`src/rtl/mdu_scheduler.sv`:
```
// Issue/hazard scheduler for the HI/LO multiply-divide unit: tracks the
// in-flight mult/div latency, pulses operand capture and result write, and flags illegal issues.
module mdu_scheduler #(
  parameter int MULT_CYCLES = 5,
  parameter int DIV_CYCLES  = 10
) (
  input  logic       clk,
  input  logic       reset,
  input  logic       E_start,
  input  logic [3:0] E_MDUCtrl,
  input  logic       D_md,
  input  logic       D_mt,
  input  logic       D_mf,
  output logic       stall,
  output logic       busy,
  output logic       opLatch,
  output logic [3:0] opSel,
  output logic       resWrite,
  output logic       wrHI,
  output logic       wrLO,
  output logic       protoErr
);

  typedef enum logic [1:0] {IDLE, RUN_MUL, RUN_DIV} state_t;

  localparam logic [3:0] MULT_LAT = 4'(MULT_CYCLES);
  localparam logic [3:0] DIV_LAT  = 4'(DIV_CYCLES);

  state_t     state, state_nxt;
  logic [3:0] cnt, cnt_nxt;
  logic [3:0] op_sel_nxt;
  logic       proto_nxt;

  logic in_flight;
  logic is_md_op;
  logic is_mt_op;
  logic issue;
  logic err_event;

  assign in_flight = (state != IDLE);
  assign is_md_op  = (E_MDUCtrl >= 4'd1) && (E_MDUCtrl <= 4'd4);
  assign is_mt_op  = (E_MDUCtrl == 4'd5) || (E_MDUCtrl == 4'd6);
  assign issue     = E_start && is_md_op && !in_flight;
  // Any start or move-to while busy, or a start with a non-mult/div op, is a protocol error.
  assign err_event = (E_start && in_flight) || (is_mt_op && in_flight) ||
                     (E_start && !is_md_op);

  always_ff @(posedge clk or negedge reset) begin
    if (!reset) begin
      state    <= IDLE;
      cnt      <= 4'd0;
      opSel    <= 4'd0;
      protoErr <= 1'b0;
    end else begin
      state    <= state_nxt;
      cnt      <= cnt_nxt;
      opSel    <= op_sel_nxt;
      protoErr <= proto_nxt;
    end
  end

  always_comb begin
    state_nxt  = state;
    cnt_nxt    = cnt;
    op_sel_nxt = opSel;
    proto_nxt  = protoErr | err_event;
    case (state)
      IDLE: begin
        if (issue) begin
          op_sel_nxt = E_MDUCtrl;
          if (E_MDUCtrl <= 4'd2) begin
            state_nxt = RUN_MUL;
            cnt_nxt   = MULT_LAT;
          end else begin
            state_nxt = RUN_DIV;
            cnt_nxt   = DIV_LAT;
          end
        end
      end
      RUN_MUL, RUN_DIV: begin
        cnt_nxt = cnt - 4'd1;
        if (cnt == 4'd1) state_nxt = IDLE;
      end
      default: state_nxt = IDLE;
    endcase
  end

  // opLatch is gated by reset so no capture pulse escapes while reset is held.
  always_comb begin
    busy     = in_flight;
    opLatch  = issue && reset;
    resWrite = in_flight && (cnt == 4'd1);
    stall    = (D_md | D_mt | D_mf) & (E_start | in_flight);
    wrHI     = (E_MDUCtrl == 4'd5) && !in_flight;
    wrLO     = (E_MDUCtrl == 4'd6) && !in_flight;
  end

endmodule

```
`config.mk`:
```
export PLATFORM = sky130hd
export DESIGN_NAME = mdu_scheduler
export DESIGN_NICKNAME = d
export VERILOG_FILES = /design/src/rtl/mdu_scheduler.sv
export SDC_FILE = /design/constraint.sdc
export NUM_CORES = 1
export LEC_CHECK = 0
export BUFFER_PORTS_ARGS = -buffer_cell sky130_fd_sc_hd__buf_2
export CAP_MARGIN = 25
export CORE_UTILIZATION = 52
export CTS_CLUSTER_DIAMETER = 200
export CTS_CLUSTER_SIZE = 12
export DETAILED_ROUTE_END_ITERATION = 7
export PLACE_DENSITY_LB_ADDON = 0.25
export SLEW_MARGIN = 20
export SYNTH_ARGS = -nofsm -noshare
export SYNTH_HDL_FRONTEND = slang
export SYNTH_SLANG_ARGS = --single-unit
export TNS_END_PERCENT = 100
```
`constraint.sdc`:
```
create_clock -name clk -period 3.07 [get_ports clk]
set_clock_uncertainty 0.1 [all_clocks]
set_input_delay 0.7675 -clock clk [delete_from_list [all_inputs] [get_ports clk]]
set_output_delay 0.7675 -clock clk [all_outputs]
set_load 0.1 [all_outputs]
```
==> run metrics, run 1 <==
min-delay worst type in2async; static power due to leakage about 0.42 nW; clock tree buffer depth 2; clock tree from TritonCTS built; slowest cell delay on critical path approximately 440 ps; Syn Inst Count 68; Worst R2R Start state[1]; total overflow reported by the global router 0; worst setup slack for register-to-register paths between 1000 and 1500 ps; final hold violations 0; count of input and output buffers 20; share of the yosys chip area belonging to registers about 39%; critical path's top delay family buffers and inverters; worst-case hold slack approximately 260 ps; first-pass GRT wire length 2330 microns; library cell contributing the largest single delay on the critical path sky130_fd_sc_hd__buf_2; Post-CTS Hold Fix Bufs 0; net count reported at finish 106; initial core utilization around three fifths; number of pins with negative max-slew slack in the final report 0; status complete, no violations; setup slack at placement about 300 ps; data required time of the worst path roughly 2200 ps; final weighted congestion in routability-driven placement 0.729; Cell Chain, Critical Path inv_2, ha_4, clkinvlp_4, nor2_4, nand2_4, nor3b_4, buf_2; Post-Synthesis Cell Area around 700 sq um; number of gates given a new drive strength after cts 0; vertical die dimension 38.7 microns; total detailed-routing wirelength about 1400 microns; antenna violations before repair 0; number of design rule violations left after detail routing 0; placeable core region 0.00117 sq mm; boundary pin count 21; minimum clock period after layout about 2800 ps; number of enable-type register cells in the synthesized netlist 0; total nets after synthesis 82; Crit path buffers/inverters 3; wire length per cell after detailed routing about 13 microns; Worst-Skew Late Latency between 200 and 300 ps; clock-pin transition on the worst setup and hold timing paths 70 ps; Worst Setup End Kind output port; data arrival time of the critical path 1940 ps; Distinct cells, synth 33; length in cells of the worst reg-to-reg path 6; All-Layer GR Usage 23.2%; via count normalized by instance count 5.82; die width 38.7 microns; number of register bits inferred by synthesis 11; crit path max fanout 6; number of buffers created by CTS 3; layout overhead on the synthesized area 30.9%; number of post-CTS setup repair buffers 0; Post-DRT Antenna Nets 0; fraction of registers with async set or reset after synthesis between 90% and 100%; TritonRoute pass-1 iters 4; final period utilization between 90% and 100%; standard-cell rows 12; detailed placer's ending HPWL 1120 microns; worst rel slew slack 67.7%; power per cell area approximately 1100 mW/mm^2; via count of the first global-routing pass ~550; number of design-rule violations left by the first detailed-router iteration 8; CTS HTree Levels 1; n_diodes 0; number of endpoints failing setup at the final stage 0; critical path depth 7; setup repair after global routing missed its margin no; Max Cap Violations 0; cell at the root of the clock tree sky130_fd_sc_hd__clkbuf_4; share of post-route cells with drive strength above 1 a little under half; maximum clock rate 357 MHz; most instantiated flip-flop cell in the synthesis netlist sky130_fd_sc_hd__dfrtp_1; per-instance average area after synthesis roughly 10 sq um; number of clock sinks 11; startpoint-to-endpoint class of the critical path reg2out; maximum vdd ir drop between 0.7 and 0.8 mV; worst setup path startpoint state[1]; pin count of the biggest net entering global routing 13; count of synthesis-stage warnings from yosys 0; type of origin of the critical path flip-flop; routed via count between 600 and 700; Slew @ Worst Pin between 400 and 500 ps; Worst Setup Slack, final between 200 and 300 ps; Die Outline Area 0.00150 sq mm
-- synthesized netlist by cell type (2+ instances only) --
| cell | count | area, sq um |
|---|---|---|
| sky130_fd_sc_hd__nor2_1 | 6 | 22.5 |
| sky130_fd_sc_hd__nand2_1 | 4 | 15.0 |
| sky130_fd_sc_hd__dfrtp_1 | 11 | 275 |
| sky130_fd_sc_hd__or3_1 | 2 | 12.5 |
| sky130_fd_sc_hd__nor3b_1 | 2 | 15.0 |
| sky130_fd_sc_hd__nor3_1 | 3 | 15.0 |
| sky130_fd_sc_hd__ha_1 | 4 | 50.1 |
| sky130_fd_sc_hd__mux2_2 | 3 | 33.8 |
| sky130_fd_sc_hd__nand4b_1 | 2 | 17.5 |
| sky130_fd_sc_hd__inv_1 | 7 | 26.3 |
| sky130_fd_sc_hd__a211oi_1 | 2 | 15.0 |
-- worst reg2reg max path, stage by stage (launching register included) --
cell and delay (ps):
sky130_fd_sc_hd__dfrtp_1 410, sky130_fd_sc_hd__inv_2 80, sky130_fd_sc_hd__ha_4 160, sky130_fd_sc_hd__clkinvlp_4 140
sky130_fd_sc_hd__nor2_4 180, sky130_fd_sc_hd__nand4_1 290, sky130_fd_sc_hd__mux2_2 360
-- worst paths after layout --
check / to
min in group clk: protoErr
max reg2reg: opSel[1]
min reg2reg: protoErr
max in group asynchronous: opSel[1]
max: wrHI
min: cnt[2]
-- stage by stage --
step / util, % / power [W] / cells / TNS, ps / instance area, sq um
detailed placement: 76.1 / 0.000900 / 101 / 0 / 891
global route: 78.3 / 0.00105 / 105 / 0 / 917
global placement: 76.1 / 0.000882 / 101 / 0 / 891
finish: 78.3 / 0.000991 / 105 / 0 / 917
CTS: 78.3 / 0.00100 / 105 / 0 / 917
floorplan: - / 0.000781 / 68 / -196 / 762
-- routing by layer --
layer	track usage [%]	wire [microns]
met1	28.5	606
met2	38.3	691
met3	6.94	93
met4	7.76	14
met5	0	0
-- cells in the final DEF, fill, tap and decap left out, drive strengths merged, types with 3 or more instances in the layout --
master,synthesis,final
mux2,3,3
dfrtp,11,11
nor2,6,6
buf,0,20
nand2,4,4
ha,4,4
or3,4,4
nor3,3,3
inv,7,6
clkbuf,1,4
-- state kept, by name (all words and copies together) (netlist names) --
name      cells
cnt           4
protoErr      1
state         2
opSel         4
-- power breakdown --
part           total (W)  switching, W  internal [W]
Sequential      0.000237     0.0000371      0.000200
Clock          0.0000985     0.0000481     0.0000504
Combinational   0.000656      0.000466      0.000190
-- cell type report --
class                   instances  area [sq um]
clock buffers                   4          26.3
fillers                        68           254
inverters                       7          30.0
multi-input cells              49           453
flip-flops and latches         11           275
well taps                      14          17.5
repair buffers                 20           115
-- logic make-up after synthesis --
family	share of synthesized area, %
adder cells (fa/ha/maj)	7.14
AO/OA/AOI/OAI	22.1
AND/OR/NAND/NOR	21.1
XOR/XNOR	1.25
flip-flops	39.3
buffers and inverters	4.29
multiplexers	4.82
(Power assumes the default switching activity.)
==> run 2, diff against run 1 <==
==> constraint.sdc (replaced) <==
create_clock -name clk -period 3.07 [get_ports clk]
set_clock_uncertainty 0.1 [all_clocks]
set_input_delay 0.614 -clock clk [delete_from_list [all_inputs] [get_ports clk]]
set_output_delay 0.614 -clock clk [all_outputs]
set_load 0.1 [all_outputs]
==> run 2 against run 1 <==
Compared with the run above:
- sequential share of layout area up 2.1 points
- first-iteration DRC count is 100% higher
- design area down 6.4%
- combinational power is 5.8% lower
- critical path type unchanged
- largest cell class unchanged
==> run metrics, run 2 (synthesis results as in run 1) <==
Max Cap Violations 0 (unchanged); setup slack at placement 442 ps (+145 ps); wire length on met3 51 microns (-45%); routed via count 612 (+0.16%); startpoint-to-endpoint class of the critical path reg2out; initial core utilization 59.8% (unchanged); routed wire length on met2 780 microns (+13%); number of design-rule violations left by the first detailed-router iteration 16 (+8); placeable core region 0.00117 sq mm (unchanged); data required time of the worst path 2360 ps (+160 ps); cell at the root of the clock tree sky130_fd_sc_hd__clkbuf_4; slowest cell delay on critical path 430 ps (about the same); All-Layer GR Usage 24.7% (+1.5 points); die width 38.7 microns (unchanged); Design Power 0.000954 W (-3.8%); most common cell after layout, fill and taps aside sky130_fd_sc_hd__buf_2; most used cell along the critical path sky130_fd_sc_hd__inv_1; minimum clock period after layout 2880 ps (+78.0 ps); Die Outline Area 0.00150 sq mm (unchanged); n_diodes 0 (unchanged); number of design rule violations left after detail routing 0 (unchanged); final weighted congestion in routability-driven placement 0.836 (+15%); layout overhead on the synthesized area 22.5%; maximum vdd ir drop 0.940 mV (+31%); vertical die dimension 38.7 microns (unchanged); share of post-route cells with drive strength above 1 40.7% (-6.6 points); number of post-CTS setup repair buffers 0 (unchanged); final hold violations 0 (unchanged); worst rel slew slack 67.4% (-0.29 points); status complete, no violations; min-delay worst type in2async; setup repair after global routing missed its margin no; clock tree from TritonCTS built; Cell Chain, Critical Path inv_1, ha_1, inv_1, nor2_1, nand4_1, nor2_4, buf_2; Worst Setup End Kind output port; biggest regs cnt: 4 flops, opSel: 4 flops, state: 2 flops; via count of the first global-routing pass 580 (+5.6%); clock tree buffer depth 2 (unchanged); highest signal layer in the routed design met4; Worst-Skew Late Latency 270 ps (about the same); pin count of the biggest net entering global routing 13 (unchanged); routed metal-1 wire length 713 microns (+18%); number of endpoints failing setup at the final stage 0 (unchanged); CTS HTree Levels 1 (unchanged); detailed placer's ending HPWL 1200 microns (+6.8%); standard-cell rows 12 (unchanged); Post-CTS Hold Fix Bufs 0 (unchanged); antenna violations before repair 0 (unchanged); number of clock sinks 11 (unchanged); total overflow reported by the global router 0 (unchanged); number of buffers created by CTS 3 (unchanged); worst-case hold slack 103 ps (-154 ps); via count normalized by instance count 5.83 (+0.16%); Worst Setup Slack, final 188 ps (-78.0 ps); number of pins with negative max-slew slack in the final report 0 (unchanged); total detailed-routing wirelength 1560 microns (+11%); number of fillers in the final layout 78 (+15%); power per cell area 1110 mW/mm^2 (+2.8%); maximum clock rate 347 MHz (-2.7%); type of origin of the critical path flip-flop; count of input and output buffers 20 (unchanged); data arrival time of the critical path 2170 ps (+230 ps); TritonRoute pass-1 iters 4 (unchanged); critical path depth 7 (unchanged); static power due to leakage 0.408 nW (-3.0%); wire length per cell after detailed routing 14.8 microns (+11%); number of gates given a new drive strength after cts 0 (unchanged); most used cells in the layout excluding fill and tap cells sky130_fd_sc_hd__buf_2, sky130_fd_sc_hd__dfrtp_1, sky130_fd_sc_hd__inv_1; first-pass GRT wire length 2510 microns (+8.0%); crit path max fanout 6 (unchanged); Crit path buffers/inverters 3 (unchanged); final standard cell area without fillers 858 sq um (-6.4%); clock-pin transition on the worst setup and hold timing paths 70 ps (about the same); net count reported at finish 106 (unchanged); final period utilization 93.9% (+2.5 points); library cell contributing the largest single delay on the critical path sky130_fd_sc_hd__buf_2; Slew @ Worst Pin 493 ps (+4.32 ps); Setup TNS Final 0 ps (unchanged); boundary pin count 21 (unchanged); length in cells of the worst reg-to-reg path 6 (unchanged); cell area reported after detailed placement 832 sq um (-6.6%); Post-DRT Antenna Nets 0 (unchanged); critical path's top delay family simple AND/OR/NAND/NOR gates
-- run 2: changes by cell type in the layout (fill, tap and decap cells not counted) --
cell                         change
sky130_fd_sc_hd__nor3b_2         +2
sky130_fd_sc_hd__nor3b_4         -2
sky130_fd_sc_hd__inv_2           -2
sky130_fd_sc_hd__ha_1            +1
sky130_fd_sc_hd__nor2_1          +1
sky130_fd_sc_hd__ha_4            -1
sky130_fd_sc_hd__nand2_1         +1
sky130_fd_sc_hd__nor2_4          -1
sky130_fd_sc_hd__clkinvlp_4      -1
sky130_fd_sc_hd__buf_12          -1
sky130_fd_sc_hd__buf_2           +1
sky130_fd_sc_hd__inv_1           +3
sky130_fd_sc_hd__nand2_4         -1
-- run 2: layout make-up --
type                    instances  area (sq um)  share of cell area, %
clock buffers                   4          26.3                   3.06
multi-input cells              49           413                   48.1
repair buffers                 20           100                   11.7
inverters                       7          26.3                   3.06
well taps                      14          17.5                   2.04
flip-flops and latches         11           275                   32.1
-- run 2: per-stage QoR --
stage	util (%)	instances
after floorplan	-	68
after global placement	71.0	101
after detailed placement	71.0	101
after CTS	73.3	105
after global routing	73.3	105
final	73.3	105
-- run 2: metal layers --
metal	vias up	global-route usage [%]
li1	302	-
met1	299	31.2
met3	2	5.20
met4	0	7.76
met5	-	0
met2	9	41.7
-- run 2: where the power goes --
| group | total, W | leakage [nW] | switching [W] | internal, W |
|---|---|---|---|---|
| clock | 0.000101 | 0.0150 | 0.0000502 | 0.0000503 |
| combinational | 0.000618 | 0.262 | 0.000458 | 0.000160 |
| sequential | 0.000235 | 0.131 | 0.0000358 | 0.000200 |
| total | 0.000954 | 0.408 | 0.000544 | 0.000410 |
-- run 2: worst paths after layout --
check,startpoint,end,slack [ps]
max in group asynchronous,reset,opSel[3],2560
hold / removal,reset,protoErr,100
setup / recovery,state[0],opLatch,190
setup reg to reg,state[0],opSel[1],1160
hold reg to reg,protoErr,protoErr,390
min in group clk,protoErr,protoErr,390
